## src/rtl/pe_spad_loader.sv

```systemverilog
// Stream-to-scratchpad writer: filter SRAM load, then circular ifmap RF fill.
// Optional sticky protocol error flag built only with LOADER_ERR_CHECK_EN.
module pe_spad_loader #(
    parameter int WIDTH             = 4,
    parameter int SIZE_IFMAP        = 4,
    parameter int ADDR_WIDTH_IFMAP  = $clog2(SIZE_IFMAP),
    parameter int SIZE_SRAM         = 4,
    parameter int ADDR_WIDTH_FILTER = $clog2(SIZE_SRAM)
) (
    input  logic                          clk,
    input  logic                          rst,
    input  logic                          start,
    input  logic                          stop,
    input  logic [ADDR_WIDTH_FILTER-1:0]  filt_len,
    input  logic                          in_valid,
    input  logic [WIDTH-1:0]              in_data,
    output logic                          in_ready,
    input  logic                          ifmap_pop,
    output logic                          filter_wen,
    output logic [ADDR_WIDTH_FILTER-1:0]  filter_w_addr,
    output logic [WIDTH-1:0]              filter_din,
    output logic                          ifmap_wen,
    output logic [ADDR_WIDTH_IFMAP-1:0]   ifmap_w_addr,
    output logic [WIDTH-1:0]              ifmap_din,
    output logic [$clog2(SIZE_IFMAP+1)-1:0] ifmap_count,
    output logic                          ifmap_full,
    output logic                          filter_done,
    output logic                          busy,
    output logic                          err
);
    localparam int FW = ADDR_WIDTH_FILTER;
    localparam int IW = ADDR_WIDTH_IFMAP;
    localparam int CW = $clog2(SIZE_IFMAP+1);

    localparam logic [1:0] S_IDLE   = 2'd0;
    localparam logic [1:0] S_FILTER = 2'd1;
    localparam logic [1:0] S_IFMAP  = 2'd2;

    logic [1:0]       state_q, state_d;
    logic [FW-1:0]    fptr_q, fptr_d;
    logic [FW-1:0]    last_q, last_d;
    logic [IW-1:0]    wptr_q, wptr_d;
    logic [CW-1:0]    count_q, count_d;
    logic             f_wen_q, f_wen_d;
    logic [FW-1:0]    f_addr_q, f_addr_d;
    logic [WIDTH-1:0] f_din_q, f_din_d;
    logic             done_q, done_d;
    logic             i_wen_q, i_wen_d;
    logic [IW-1:0]    i_addr_q, i_addr_d;
    logic [WIDTH-1:0] i_din_q, i_din_d;
    logic             rdy, xfer, full, pop_ok, inc;

    assign full   = (count_q == CW'(SIZE_IFMAP));
    assign pop_ok = ifmap_pop && (count_q != '0);
    assign xfer   = in_valid && rdy;

    // A pop frees a slot in the same cycle, so a full buffer may still accept.
    always_comb begin
        rdy = 1'b0;
        case (state_q)
            S_FILTER: rdy = 1'b1;
            S_IFMAP:  rdy = !full || ifmap_pop;
            default:  rdy = 1'b0;
        endcase
    end

    always_comb begin
        state_d  = state_q;
        fptr_d   = fptr_q;
        last_d   = last_q;
        wptr_d   = wptr_q;
        f_wen_d  = 1'b0;
        f_addr_d = f_addr_q;
        f_din_d  = f_din_q;
        done_d   = 1'b0;
        i_wen_d  = 1'b0;
        i_addr_d = i_addr_q;
        i_din_d  = i_din_q;
        inc      = 1'b0;
        case (state_q)
            S_IDLE: begin
                if (start) begin
                    last_d  = (filt_len == '0) ? FW'(SIZE_SRAM-1)
                                               : filt_len - FW'(1);
                    fptr_d  = '0;
                    state_d = S_FILTER;
                end
            end
            S_FILTER: begin
                if (xfer) begin
                    f_wen_d  = 1'b1;
                    f_addr_d = fptr_q;
                    f_din_d  = in_data;
                    fptr_d   = fptr_q + FW'(1);
                    if (fptr_q == last_q) begin
                        done_d  = 1'b1;
                        state_d = S_IFMAP;
                    end
                end
            end
            S_IFMAP: begin
                if (xfer) begin
                    i_wen_d  = 1'b1;
                    i_addr_d = wptr_q;
                    i_din_d  = in_data;
                    inc      = 1'b1;
                    wptr_d   = (wptr_q == IW'(SIZE_IFMAP-1)) ? '0
                                                             : wptr_q + IW'(1);
                end
                if (stop) state_d = S_IDLE;
            end
            default: state_d = S_IDLE;
        endcase
        count_d = count_q;
        if (inc && !pop_ok)      count_d = count_q + CW'(1);
        else if (!inc && pop_ok) count_d = count_q - CW'(1);
    end

    always_ff @(posedge clk or posedge rst) begin
        if (rst) begin
            state_q  <= S_IDLE;
            fptr_q   <= '0;
            last_q   <= '0;
            wptr_q   <= '0;
            count_q  <= '0;
            f_wen_q  <= 1'b0;
            f_addr_q <= '0;
            f_din_q  <= '0;
            done_q   <= 1'b0;
            i_wen_q  <= 1'b0;
            i_addr_q <= '0;
            i_din_q  <= '0;
        end else begin
            state_q  <= state_d;
            fptr_q   <= fptr_d;
            last_q   <= last_d;
            wptr_q   <= wptr_d;
            count_q  <= count_d;
            f_wen_q  <= f_wen_d;
            f_addr_q <= f_addr_d;
            f_din_q  <= f_din_d;
            done_q   <= done_d;
            i_wen_q  <= i_wen_d;
            i_addr_q <= i_addr_d;
            i_din_q  <= i_din_d;
        end
    end

`ifdef LOADER_ERR_CHECK_EN
    logic err_q;
    always_ff @(posedge clk or posedge rst) begin
        if (rst) err_q <= 1'b0;
        else if ((ifmap_pop && count_q == '0) || (start && state_q != S_IDLE))
            err_q <= 1'b1;
    end
    assign err = err_q;
`else
    assign err = 1'b0;
`endif

    assign in_ready      = rdy;
    assign filter_wen    = f_wen_q;
    assign filter_w_addr = f_addr_q;
    assign filter_din    = f_din_q;
    assign filter_done   = done_q;
    assign ifmap_wen     = i_wen_q;
    assign ifmap_w_addr  = i_addr_q;
    assign ifmap_din     = i_din_q;
    assign ifmap_count   = count_q;
    assign ifmap_full    = full;
    assign busy          = (state_q != S_IDLE);
endmodule

```

## config.mk

```make
export PLATFORM = sky130hd
export DESIGN_NAME = pe_spad_loader
export DESIGN_NICKNAME = d
export VERILOG_FILES = /design/src/rtl/pe_spad_loader.sv
export SDC_FILE = /design/constraint.sdc
export NUM_CORES = 1
export LEC_CHECK = 0
export ABC_AREA = 1
export BUFFER_PORTS_ARGS = -buffer_cell sky130_fd_sc_hd__buf_2
export CAP_MARGIN = 20
export CORE_ASPECT_RATIO = 0.9
export CORE_UTILIZATION = 54
export CTS_BUF_LIST = sky130_fd_sc_hd__clkbuf_4
export CTS_CLUSTER_DIAMETER = 200
export CTS_CLUSTER_SIZE = 16
export DETAILED_ROUTE_END_ITERATION = 10
export PLACE_DENSITY = 0.82
export SLEW_MARGIN = 10
export SYNTH_ARGS = -nofsm -noshare
export SYNTH_HDL_FRONTEND = slang
export SYNTH_SLANG_ARGS = --single-unit
```

## constraint.sdc

```tcl
create_clock -name clk -period 2.9 [get_ports clk]
set_input_delay 0.58 -clock clk [delete_from_list [all_inputs] [get_ports clk]]
set_output_delay 0.58 -clock clk [all_outputs]
set_load 0.05 [all_outputs]
```

# ---- Yosys cells after proc, flatten, opt, wreduce, memory -nomap -nowiden
# Cells that the tools add are included.
dict set report totals {
  in_bits 12
  ff_bits 26
  output_inout_bits 22
  word_cells 64
}
dict set report op_classes {
  muxes 19
  reduce_logical 19
  eq_ne 9
  addsub 5
}
# operator count
set op_table {}
lappend op_table {{$mux W2} 8}
lappend op_table {{$ne A2 B2 Y1 const B} 4}
lappend op_table {{$mux W1} 6}
lappend op_table {{$mux W3} 2}
lappend op_table {{$pmux W2 S3} 1}
lappend op_table {{$reduce_and A2 Y1} 3}
lappend op_table {{$reduce_bool A2 Y1} 3}
lappend op_table {{$add A2 B1 Y2 const B} 2}
lappend op_table {{$eq A2 B2 Y1 const B} 2}
lappend op_table {{$logic_and A1 B1 Y1} 4}
lappend op_table {{$logic_not A2 Y1} 2}
lappend op_table {{$pmux W2 S2} 1}
lappend op_table {{$reduce_and A4 Y1} 1}
lappend op_table {{$add A3 B1 Y3 const B} 1}
lappend op_table {{$eq A3 B3 Y1 const B} 1}
lappend op_table {{$logic_not A1 Y1} 3}
lappend op_table {{$reduce_and A3 Y1} 1}
lappend op_table {{$reduce_bool A3 Y1} 1}
lappend op_table {{$sub A3 B1 Y3 const B} 1}
lappend op_table {{$eq A2 B1 Y1 const B} 1}
lappend op_table {{$eq A2 B2 Y1} 1}
lappend op_table {{$pmux W1 S2} 1}
lappend op_table {{$sub A2 B1 Y2 const B} 1}
lappend op_table {{$logic_or A1 B1 Y1} 1}

# ---- Longest topological paths before layout
# Gate-level depths: netlist of run 1.
dict set report logic_depth {
  word_depth 11
  mapped_depth 14
}

# ---- Worst setup path before layout of run 1
# No wires, ideal clock.
dict set report synth_timing {
  path_type {reg-to-reg}
  from {reg count_q[0] (netlist: ifmap_count[0])}
  to {reg count_q[1] (netlist: ifmap_count[1])}
  n_path_buf 0
  stages_incl_launch_ff 11
  arrival_time_ns 2.129
  slack_ns 0.646
  synth_period_minus_slack_ns 2.254
  cell_sequence {dfrtp_1 nor2_2 nand3_2 nand2_2 nand2_4 nand3_4 inv_1 ha_1 inv_1 fa_1 mux2_2}
}
dict set report synth_between {
  elab_cells_between_ends 18
}
# item line
set synth_rtl {}
lappend synth_rtl {{start: declaration} 43} ;# logic [CW-1:0] count_q, count_d;
lappend synth_rtl {{start signal: assignment} 138} ;# count_q <= count_d;
lappend synth_rtl {{$eq A3 B3 Y1} 53} ;# assign full = (count_q == CW'(SIZE_IFMAP));
lappend synth_rtl {{$logic_not A1 Y1} 62} ;# S_IFMAP: rdy = !full || ifmap_pop;
lappend synth_rtl {{$logic_or A1 B1 Y1} 62}
lappend synth_rtl {{$pmux W1 S2} 60} ;# case (state_q)
lappend synth_rtl {{$logic_and A1 B1 Y1} 55} ;# assign xfer = in_valid && rdy;
lappend synth_rtl {{$mux W1 (2 in series)} -}
lappend synth_rtl {{via i_wen_d} 48} ;# logic i_wen_q, i_wen_d;
lappend synth_rtl {{$logic_and A1 B1 Y1} 115} ;# if (inc && !pop_ok) count_d = count_q + CW'(1);
lappend synth_rtl {{$mux W3} 115}
lappend synth_rtl {{via count_d[1]} 43}
# The timed path passes the listed nets, and every way through them passes these cells. The select of a mux whose other input is x is not followed.
# A chain may end at the register's enable or synchronous reset.

# ---- Final worst setup path of run 1
dict set report layout_timing {
  from {reg state_q[1]}
  to {out in_ready}
}
dict set report layout_between {
  elab_chain_cells 2
  elab_cells_between_ends 3
}
# item line
set layout_lines {}
lappend layout_lines {{start: declaration} 39} ;# logic [1:0] state_q, state_d;
lappend layout_lines {{start signal: assignment} 134} ;# state_q <= state_d;
lappend layout_lines {{$eq A2 B2 Y1 / $eq A2 B1 Y1 (equally long branches)} 60}
lappend layout_lines {{$pmux W1 S2 *} 60}
lappend layout_lines {{end: declaration} 17} ;# output logic in_ready,
# Every way passes the cells marked *; elsewhere a longest branch is shown, timed or not.

==> out/qor.yml, run 1 <==
sta:
  tns_ns: 0
  finalSetupViolCount: 0
  fin_skew_ns: 0.0127
  setup_slack_ns: 0.484
  max_freq_mhz: 414
  period_needed_ns: 2.42
  rsz0062_at_grt: "false"
  timing_hold_violations_final: 0
  maxSlewViolCount: 0
  finalCritPeriodShare_pct: 83.3
yosys:
  netlist.area_leader.share_pct: 49.1
  synth-async-reset-ratio_pct: 100
  yosysMostFrequentCell: "nand2_1"
  synth_nets: 168
  syn_inst: 147
  yosysWarnings: 0
  synth_common_cells: "46 x nand2_1, 26 x dfrtp_1, 19 x inv_1"
  yosysSeqAreaShare_pct: 49.1
  syn-cell-area_sq_um: 1330
  syn_avg_cell_area_sq_um: 9.01
  ys_top_cells_by_area: "dfrtp_1 49%, nand2_1 13%, ha_1 7.6%"
  synth_flop_cell: "dfrtp_1"
  synth_edf_count: 0
  yosys.cell_types.count: 26
  yosysTopAreaCell: "dfrtp_1"
  synth_seq_cells: 26
critical_path:
  crit_chain: "inv_1 -> ha_1 -> inv_1 -> nand2_4 -> nand2_1 -> inv_1 -> buf_2"
  cpMostUsedCell: "inv_1"
  worst_setup_path_start_kind: "flop"
  cp_max_fo: 10
  reg2reg_depth: 13
  cp_slowest_cell: "dfrtp_1"
  criticalPathCategory: "reg -> out"
  worstSetupEndpointType: "output port"
  arrival_ns: 1.84
  critical_path_required_ns: 2.32
  max_stage_delay_ns: 0.41
detailed_routing:
  avgViaCountPerCell: 4.95
  ant_nets: 0
  drc: 0
  first_iter_violations: 12
  wl_um: 2390
  met1_length_um: 1060
  vias: 1024
  wl_per_cell_um: 11.6
  drt_pre_antenna_iters: 4
  routed.top_layer: "met4"
  met3_length_um: 88
  wl_met2_um: 1230
floorplan:
  die_y_um: 49.0
  design.die.area_sq_um: 2660
  fp-row-count: 16
  coreArea_sq_um: 2240
  start_util_pct: 59.1
  io-pin-count: 34
  die_w_um: 54.2
grt:
  antenna_found_initial: 0
  grt_max_degree: 27
  grt_pass1_vias: 1038
  grt_overflow_total: 0
  track_usage_pct: 21.9
  grt_pass1_wl_um: 4290
clocking:
  clk_pin_slew_worst_paths_ns: 0.13
  cts_resized: 0
  htreeDepth: 1
  cts-root-buf: "clkbuf_4"
  cts_setup_buffers: 0
  insertion_delay_ns: 0.31
  clk_path_buf_depth: 2
  numCtsBuffers: 3
  cts_tree: "built"
  cts.sinks: 26
  holdBufCountCts: 0
placement:
  placed_area_sq_um: 1500
  post-place-cells: 203
  hpwl_um: 1880
  dp_slack_ns: 0.495
  io_buffers: 32
  place_congestion: 0.799
cells_and_area:
  multi_input_area_sq_um: 576
  syn2layout_area_growth_pct: 16.6
  drive_gt1_share_pct: 27.2
  num_antenna_cells: 0
  regArea_sq_um: 651
  fill_cells: 186
  final_cells: 207
  postLayoutCellArea_sq_um: 1550
  fin_nets: 203
flow_run:
  drv_cap: 0
worst_hold_path:
  hold_path.class: "in -> async"
status:
  status: "complete, no violations"
==> layout by cell type, fill, tap and decap left out, types with 2 or more instances in the layout <==
cell type,Yosys,layout
a21oi_1,2,2
buf_2,1,32
clkbuf_4,0,3
dfrtp_1,26,26
ha_1,8,8
inv_1,19,19
nand2_1,46,46
nand2_2,4,4
nand3_1,2,2
nand4_1,8,8
nor2_1,7,7
o21ai_0,7,7
xnor2_1,3,3
==> through the flow <==
stage	hold WS, ns	util (%)
floorplan	0.467	-
global placement	0.454	66.7
detailed placement	0.457	66.7
CTS	0.471	67.7
global route	0.150	68.9
finish	0.155	68.9
==> metal layers <==
| layer | vias up | GRT usage [%] |
|---|---|---|
| li1 | 528 | - |
| met2 | 23 | 39.2 |
| met3 | 2 | 4.67 |
| met5 | - | 0 |
| met4 | 0 | 3.85 |
| met1 | 471 | 26.3 |
==> worst max-delay path, delay by kind of cell, from the launching register on <==
| family | cells | cell delay, ns |
|---|---|---|
| adder cells (fa/ha/maj) | 1 | 0.32 |
| flip-flops | 1 | 0.41 |
| AND/OR/NAND/NOR | 2 | 0.24 |
| buffers and inverters | 4 | 0.55 |
==> final cells by class <==
class                           instances  share of cell area [%]
Sequential cell                        26                    42.1
Timing Repair Buffer                   33                    12.1
Multi-Input combinational cell         98                    37.2
Tap cell                               27                    2.19
Clock buffer                            3                    1.46
Inverter                               20                    4.86
==> path summary, 6_finish.rpt <==
path                                    start              to  slack (ns)
worst max-delay path               state_q[1]        in_ready        0.48
worst min-delay path                      rst  ifmap_count[0]        0.15
worst max register to register     state_q[1]  ifmap_count[2]        0.51
worst min register to register  filter_din[2]   filter_din[2]        0.49
max in group asynchronous                 rst      state_q[1]        2.35
min in group clk                   in_data[3]   filter_din[3]        0.49
==> cells by family after synthesis <==
logic type      synth area share [%]
compound gates                  5.00
buf+inv                         7.46
other cells                    0.283
mux                            0.850
simple gates                    25.6
flops                           49.1
xor+xnor                        2.64
fa+ha+maj                       9.07
Power of run 1 is left out: the tool's default activity adds up to more than one toggle a clock period on the data nets, which glitch-free logic cannot reach.
==> inputs of run 2 (changes only) <==
Settings changed: ABC_AREA 1 to 0, CORE_UTILIZATION 54 to 49, PLACE_DENSITY 0.82 to 0.79.
Clock period 2.9 ns to 1.9 ns, I/O delays scaled along.
==> run 2 against run 1 <==
The run now ends with design-rule violations, negative setup slack left; cell area is 15% higher; via count down 0.49%; worst hold slack got worse by 0.081 ns; critical path depth did not move; clock skew decreased by 0.0092 ns; largest cell class is now multi-input combinational cells.
==> out/qor.yml, run 2 <==
worst_hold_path:
  hold_path.class: "in -> async"
critical_path:
  max_stage_delay_ns: 0.54  # +0.13 ns
  reg2reg_depth: 7  # -6
  worstSetupEndpointType: "flop"
  crit_family: "adder cells"
  cpMostUsedCell: "inv_2"
  cp_slowest_cell: "or4b_4"
  worst_setup_path_start_kind: "flop"
  critical_path_buf_inv_count: 2  # -2
  criticalPathCategory: "reg -> reg"
  crit_chain: "or4b_4 -> o2111ai_4 -> inv_2 -> ha_4 -> inv_2 -> fa_2 -> mux2_2"
  cp.depth: 7  # unchanged
  critical_path_required_ns: 2.13  # -0.19 ns
  cp_max_fo: 2  # -8
  arrival_ns: 2.48  # +0.64 ns
detailed_routing:
  avgViaCountPerCell: 5.39  # +9.0%
  vias: 1019  # -0.49%
  wl_per_cell_um: 15.5  # +34%
  drt_pre_antenna_iters: 7  # +3
  wl_um: 2940  # +23%
  ant_nets: 0  # unchanged
  drc: 4  # +4
  first_iter_violations: 28  # +16
clocking:
  cts_tree: "built"
  cts-root-buf: "clkbuf_4"
  holdBufCountCts: 0  # unchanged
  htreeDepth: 1  # unchanged
  clk_path_buf_depth: 2  # unchanged
  numCtsBuffers: 3  # unchanged
  insertion_delay_ns: 0.33  # +0.02 ns
  clk_pin_slew_worst_paths_ns: 0.14  # about the same
  cts.sinks: 26  # unchanged
yosys:
  yosysTopAreaCell: "dfrtp_1"
  yosys.area_share.simple_pct: 9.31  # -16 points
  synth_edf_count: 0  # unchanged
  syn-cell-area_sq_um: 1320  # -0.57%
  synth_common_cells: "26 x dfrtp_1, 15 x mux2_2, 10 x inv_1"
  synth_seq_cells: 26  # unchanged
  synth_flop_cell: "dfrtp_1"
  synth_compound_area_share_pct: 10.7  # +5.7 points
  synth-async-reset-ratio_pct: 100  # unchanged
  synthAdderAreaFrac_pct: 9.12  # +0.052 points
  synth_top_family_by_area: "multiplexers"
  synth_nets: 130  # -23%
  syn_inst: 109  # -26%
  yosysMostFrequentCell: "dfrtp_1"
  synthXorXnorAreaFrac_pct: 3.32  # +0.68 points
  netlist.area_leader.share_pct: 49.4  # +0.28 points
  yosysWarnings: 0  # unchanged
  yosys.cell_types.count: 29  # +12%
  ys_top_cells_by_area: "dfrtp_1 49%, mux2_2 13%, ha_1 7.6%"
  syn_avg_cell_area_sq_um: 12.1  # +34%
  yosysSeqAreaShare_pct: 49.4  # +0.28 points
  synthMuxAreaShare_pct: 13.6  # +13 points
flow_run:
  drv_cap: 0  # unchanged
grt:
  grt_max_degree: 27  # unchanged
  grt_overflow_total: 0  # unchanged
  grt_pass1_wl_um: 4800  # +12%
  grt_pass1_vias: 1021  # -1.6%
  antenna_found_initial: 0  # unchanged
  track_usage_pct: 22.6  # +0.66 points
cells_and_area:
  fill_cells: 169  # -9.1%
  drive_gt1_share_pct: 54.7  # +27 points
  num_antenna_cells: 0  # unchanged
  final_common_cell: "buf_2"
  fin_nets: 183  # -9.9%
  fin_util_pct: 70.5  # +1.6 points
  postLayoutCellArea_sq_um: 1770  # +15%
  final_cell_mix: "30 x buf_2, 23 x dfrtp_1, 20 x buf_4"
  syn2layout_area_growth_pct: 34.4
status:
  failed_checks: "design-rule violations, negative setup slack"
  status: "finished with violations"
sta:
  maxSlewViolCount: 0  # unchanged
  period_needed_ns: 2.24
  setup_slack_ns: -0.343  # -0.828 ns
  finalSetupViolCount: 3  # +3
  rsz0062_at_grt: "true"
  fin_skew_ns: 0.00343  # -0.00923 ns
  timing_hold_violations_final: 0  # unchanged
  holdWs_ns: 0.0731  # -0.0814 ns
  max_freq_mhz: 446
  finalCritPeriodShare_pct: 118
placement:
  place_congestion: 0.834  # +4.3%
  io_buffers: 32  # unchanged
  hpwl_um: 2130  # +13%
  placed_area_sq_um: 1640  # +9.7%
floorplan:
  design.die.area_sq_um: 2900  # +9.2%
  io-pin-count: 34  # unchanged
  fp-row-count: 17  # +1
  die_y_um: 51.2  # +4.5%
  die_w_um: 56.7  # +4.5%
  start_util_pct: 52.5  # -6.6 points
  coreArea_sq_um: 2510  # +12%
run 2: cell types whose count changed in the layout (fill, tap and decap cells not counted), moves of 5 or more:
cell      change
buf_4        +20
inv_1        -12
mux2_2       +14
nand2_1      -43
nand2b_1      +5
nand4_1       -6
nor2_1        -5
o21ai_0       -5
run 2: stage by stage:
stage / std cells / worst slack [ns] / TNS [ns]
after global placement: 182 / -0.395 / -0.900
after global routing: 189 / -0.386 / -0.960
after detailed placement: 182 / -0.443 / -1.13
after floorplan: 109 / -0.580 / -1.39
after CTS: 187 / -0.334 / -0.771
final: 189 / -0.343 / -0.805
run 2: kinds of logic after synthesis:
family	Yosys count
flip-flops	26
AO/OA/AOI/OAI	18
AND/OR/NAND/NOR	20
XOR/XNOR	5
adder cells (fa/ha/maj)	9
buffers and inverters	14
multiplexers	16
other	1
run 2: final timing paths:
kind | slack [ns] | endpoint | from
setup / recovery | -0.34 | ifmap_count[1] | ifmap_count[1]
hold / removal | 0.07 | ifmap_count[2] | rst
setup reg to reg | -0.34 | ifmap_count[1] | ifmap_count[1]
hold reg to reg | 0.52 | ifmap_w_addr[0] | ifmap_w_addr[0]
max in group asynchronous | 1.56 | ifmap_count[0] | rst
min in group clk | 0.25 | last_q[0] | filt_len[0]
run 2: what timing repair did:
| action | 4_1_cts | 5_1_grt |
|---|---|---|
| setup endpoints to repair | 3 | 4 |
| pin swaps | 1 | 4 |
| setup buffers | 1 | 3 |
| resized for setup | 3 | 10 |
run 2: final cells by class:
type,count,area (sq um),area share (%)
Inverter,10,37.5,2.12
Clock buffer,3,22.5,1.27
Multi-Input combinational cell,69,668,37.7
Clock inverter,1,30.0,1.70
Tap cell,28,35.0,1.98
Timing Repair Buffer,52,323,18.2
Sequential cell,26,654,37.0
run 2: per-layer routing:
metal  routed length, um  global-route usage (%)  vias up
li1                    -                       -      483
met1                1290                    27.7      495
met2                1470                    38.9       34
met3                 102                    2.78        7
met4                  78                    12.5        0
met5                   0                       0        -
run 2: worst min-delay path, delay by kind of cell:
family | cells | cell delay [ns]
buffers and inverters | 3 | 0.44
Power of run 2 is left out for the same reason.
==> inputs of run 3 (changes only) <==
Settings changed: REMOVE_ABC_BUFFERS set to 1.
==> run 3 against run 2 <==
The flow finishes with violations (negative setup slack); cell area shrank 1.7%; sequential cell count is the same; via count shrank 0.88%; fmax shrank 0.61%; clock skew is essentially flat; sequential share of layout area grew 0.42 points; first-iteration DRC count shrank 39%; routed wire length shrank 7.8%; final cell count shrank 0.53%; largest cell class unchanged.
==> out/qor.yml, run 3 (same netlist as run 2, synthesis figures left out) <==
placement:
  place_congestion: 0.824  # -1.2%
  placed_area_sq_um: 1590  # -3.0%
  dp_slack_ns: -0.483  # -0.0395 ns
  io_buffers: 32  # unchanged
  hpwl_um: 1930  # -9.5%
grt:
  grt_max_degree: 27  # unchanged
  grt_pass1_wl_um: 4330  # -9.8%
  antenna_found_initial: 0  # unchanged
  grt_pass1_vias: 963  # -5.7%
  track_usage_pct: 20.3  # -2.2 points
  grt_overflow_total: 0  # unchanged
clocking:
  htreeDepth: 1  # unchanged
  cts_tree: "built"
  clk_pin_slew_worst_paths_ns: 0.14  # about the same
  cts.sinks: 26  # unchanged
  numCtsBuffers: 3  # unchanged
  cts-root-buf: "clkbuf_4"
  insertion_delay_ns: 0.31  # -0.02 ns
  clk_path_buf_depth: 2  # unchanged
sta:
  holdWs_ns: 0.0962  # +0.0231 ns
  finalCritPeriodShare_pct: 119  # +0.73 points
  timing_hold_violations_final: 0  # unchanged
  period_needed_ns: 2.26  # +0.0138 ns
  maxSlewViolCount: 0  # unchanged
  finalSetupViolCount: 4  # +1
  fin_skew_ns: 0.00302  # -0.000415 ns
  max_freq_mhz: 443  # -0.61%
  setup_slack_ns: -0.357  # -0.0138 ns
  rsz0062_at_grt: "true"
detailed_routing:
  first_iter_violations: 17  # -39%
  wl_per_cell_um: 14.4  # -7.3%
  wl_um: 2710  # -7.8%
  drc: 0  # -4
  drt_pre_antenna_iters: 5  # -2
  vias: 1010  # -0.88%
  avgViaCountPerCell: 5.37  # -0.36%
  ant_nets: 0  # unchanged
cells_and_area:
  postLayoutCellArea_sq_um: 1740  # -1.7%
  num_antenna_cells: 0  # unchanged
  final_cell_mix: "30 x buf_2, 26 x dfrtp_1, 18 x buf_4"
  fill_cells: 190  # +12%
  fin_nets: 182  # -0.55%
  syn2layout_area_growth_pct: 32.1
  final_common_cell: "buf_2"
  drive_gt1_share_pct: 51.2  # -3.4 points
critical_path:
  worstSetupEndpointType: "flop"
  cp_max_fo: 2  # unchanged
  crit_end: "ifmap_count[1]"
  crit_path_start: "ifmap_count[1]"
  r2r-start: "ifmap_count[1]"
  critical_path_required_ns: 2.12  # about the same
  worst_setup_path_start_kind: "flop"
  r2r_end: "ifmap_count[1]"
  reg2reg_depth: 7  # unchanged
  rrSetupSlack_ns: -0.36  # about the same
  arrival_ns: 2.47  # about the same
  criticalPathCategory: "reg -> reg"
floorplan:
  fp-row-count: 17  # unchanged
  coreArea_sq_um: 2510  # unchanged
  io-pin-count: 34  # unchanged
  start_util_pct: 52.5  # unchanged
  design.die.area_sq_um: 2900  # unchanged
  die_w_um: 56.7  # unchanged
  die_y_um: 51.2  # unchanged
flow_run:
  drv_cap: 0  # unchanged
status:
  status: "finished with violations"
  failed_checks: "negative setup slack"
worst_hold_path:
  hold_path.class: "in -> async"
## run 3: cell count changes in the layout (fill, tap and decap cells not counted), sizes merged
cell	change
clkinv	+1
buf	-1
bufinv	-1
## run 3: timing repair
item,in CTS,in global routing
setup endpoints to repair,3,11
hold buffers,0,0
endpoints found under the hold margin,0,0
pin swaps,3,1
gates resized for setup,16,4
setup buffers,4,2
## run 3: per-stage QoR
step	utilization [%]	setup TNS, ns	std cells
floorplan	-	-3.42	105
global placement	63.4	-0.646	178
detailed placement	63.4	-0.802	178
finish	69.3	-0.907	188
global route	69.3	-1.24	188
CTS	68.3	-0.727	186
## run 3: routing by layer
metal | track usage, % | wire length [um] | vias up
met5 | 0 | 0 | -
met4 | 11.7 | 79 | 0
met3 | 3.80 | 102 | 9
met1 | 23.5 | 1110 | 492
met2 | 35.5 | 1420 | 30
li1 | - | - | 479
## run 3: final cells by class
| cell class | instances | area, sq um | share of cell area (%) |
|---|---|---|---|
| inverters | 10 | 37.5 | 2.16 |
| clock buffers | 3 | 22.5 | 1.29 |
| flip-flops and latches | 26 | 651 | 37.4 |
| repair buffers | 51 | 319 | 18.3 |
| well taps | 28 | 35.0 | 2.01 |
| clock inverters | 1 | 3.75 | 0.216 |
| multi-input cells | 69 | 672 | 38.6 |
## run 3: how the worst min path moves through the flow
stage / startpoint / to / slack, ns / cells after the start
floorplan: rst / filter_din[0] / 0.42 / 1
global placement: rst / ifmap_w_addr[1] / 0.44 / 3
detailed placement: rst / wptr_q[1] / 0.46 / 3
CTS: rst / wptr_q[1] / 0.10 / 3
global route: rst / ifmap_w_addr[0] / 0.12 / 3
finish: rst / ifmap_w_addr[1] / 0.1 / 3
## run 3: worst max-delay path, cell delays in order, from the launching register on
cell,delay (ns)
dfrtp_1,0.42
or4b_4,0.54
o2111ai_4,0.22
inv_2,0.08
ha_4,0.17
inv_2,0.05
fa_2,0.42
mux2_2,0.27
Power of run 3 is left out for the same reason.
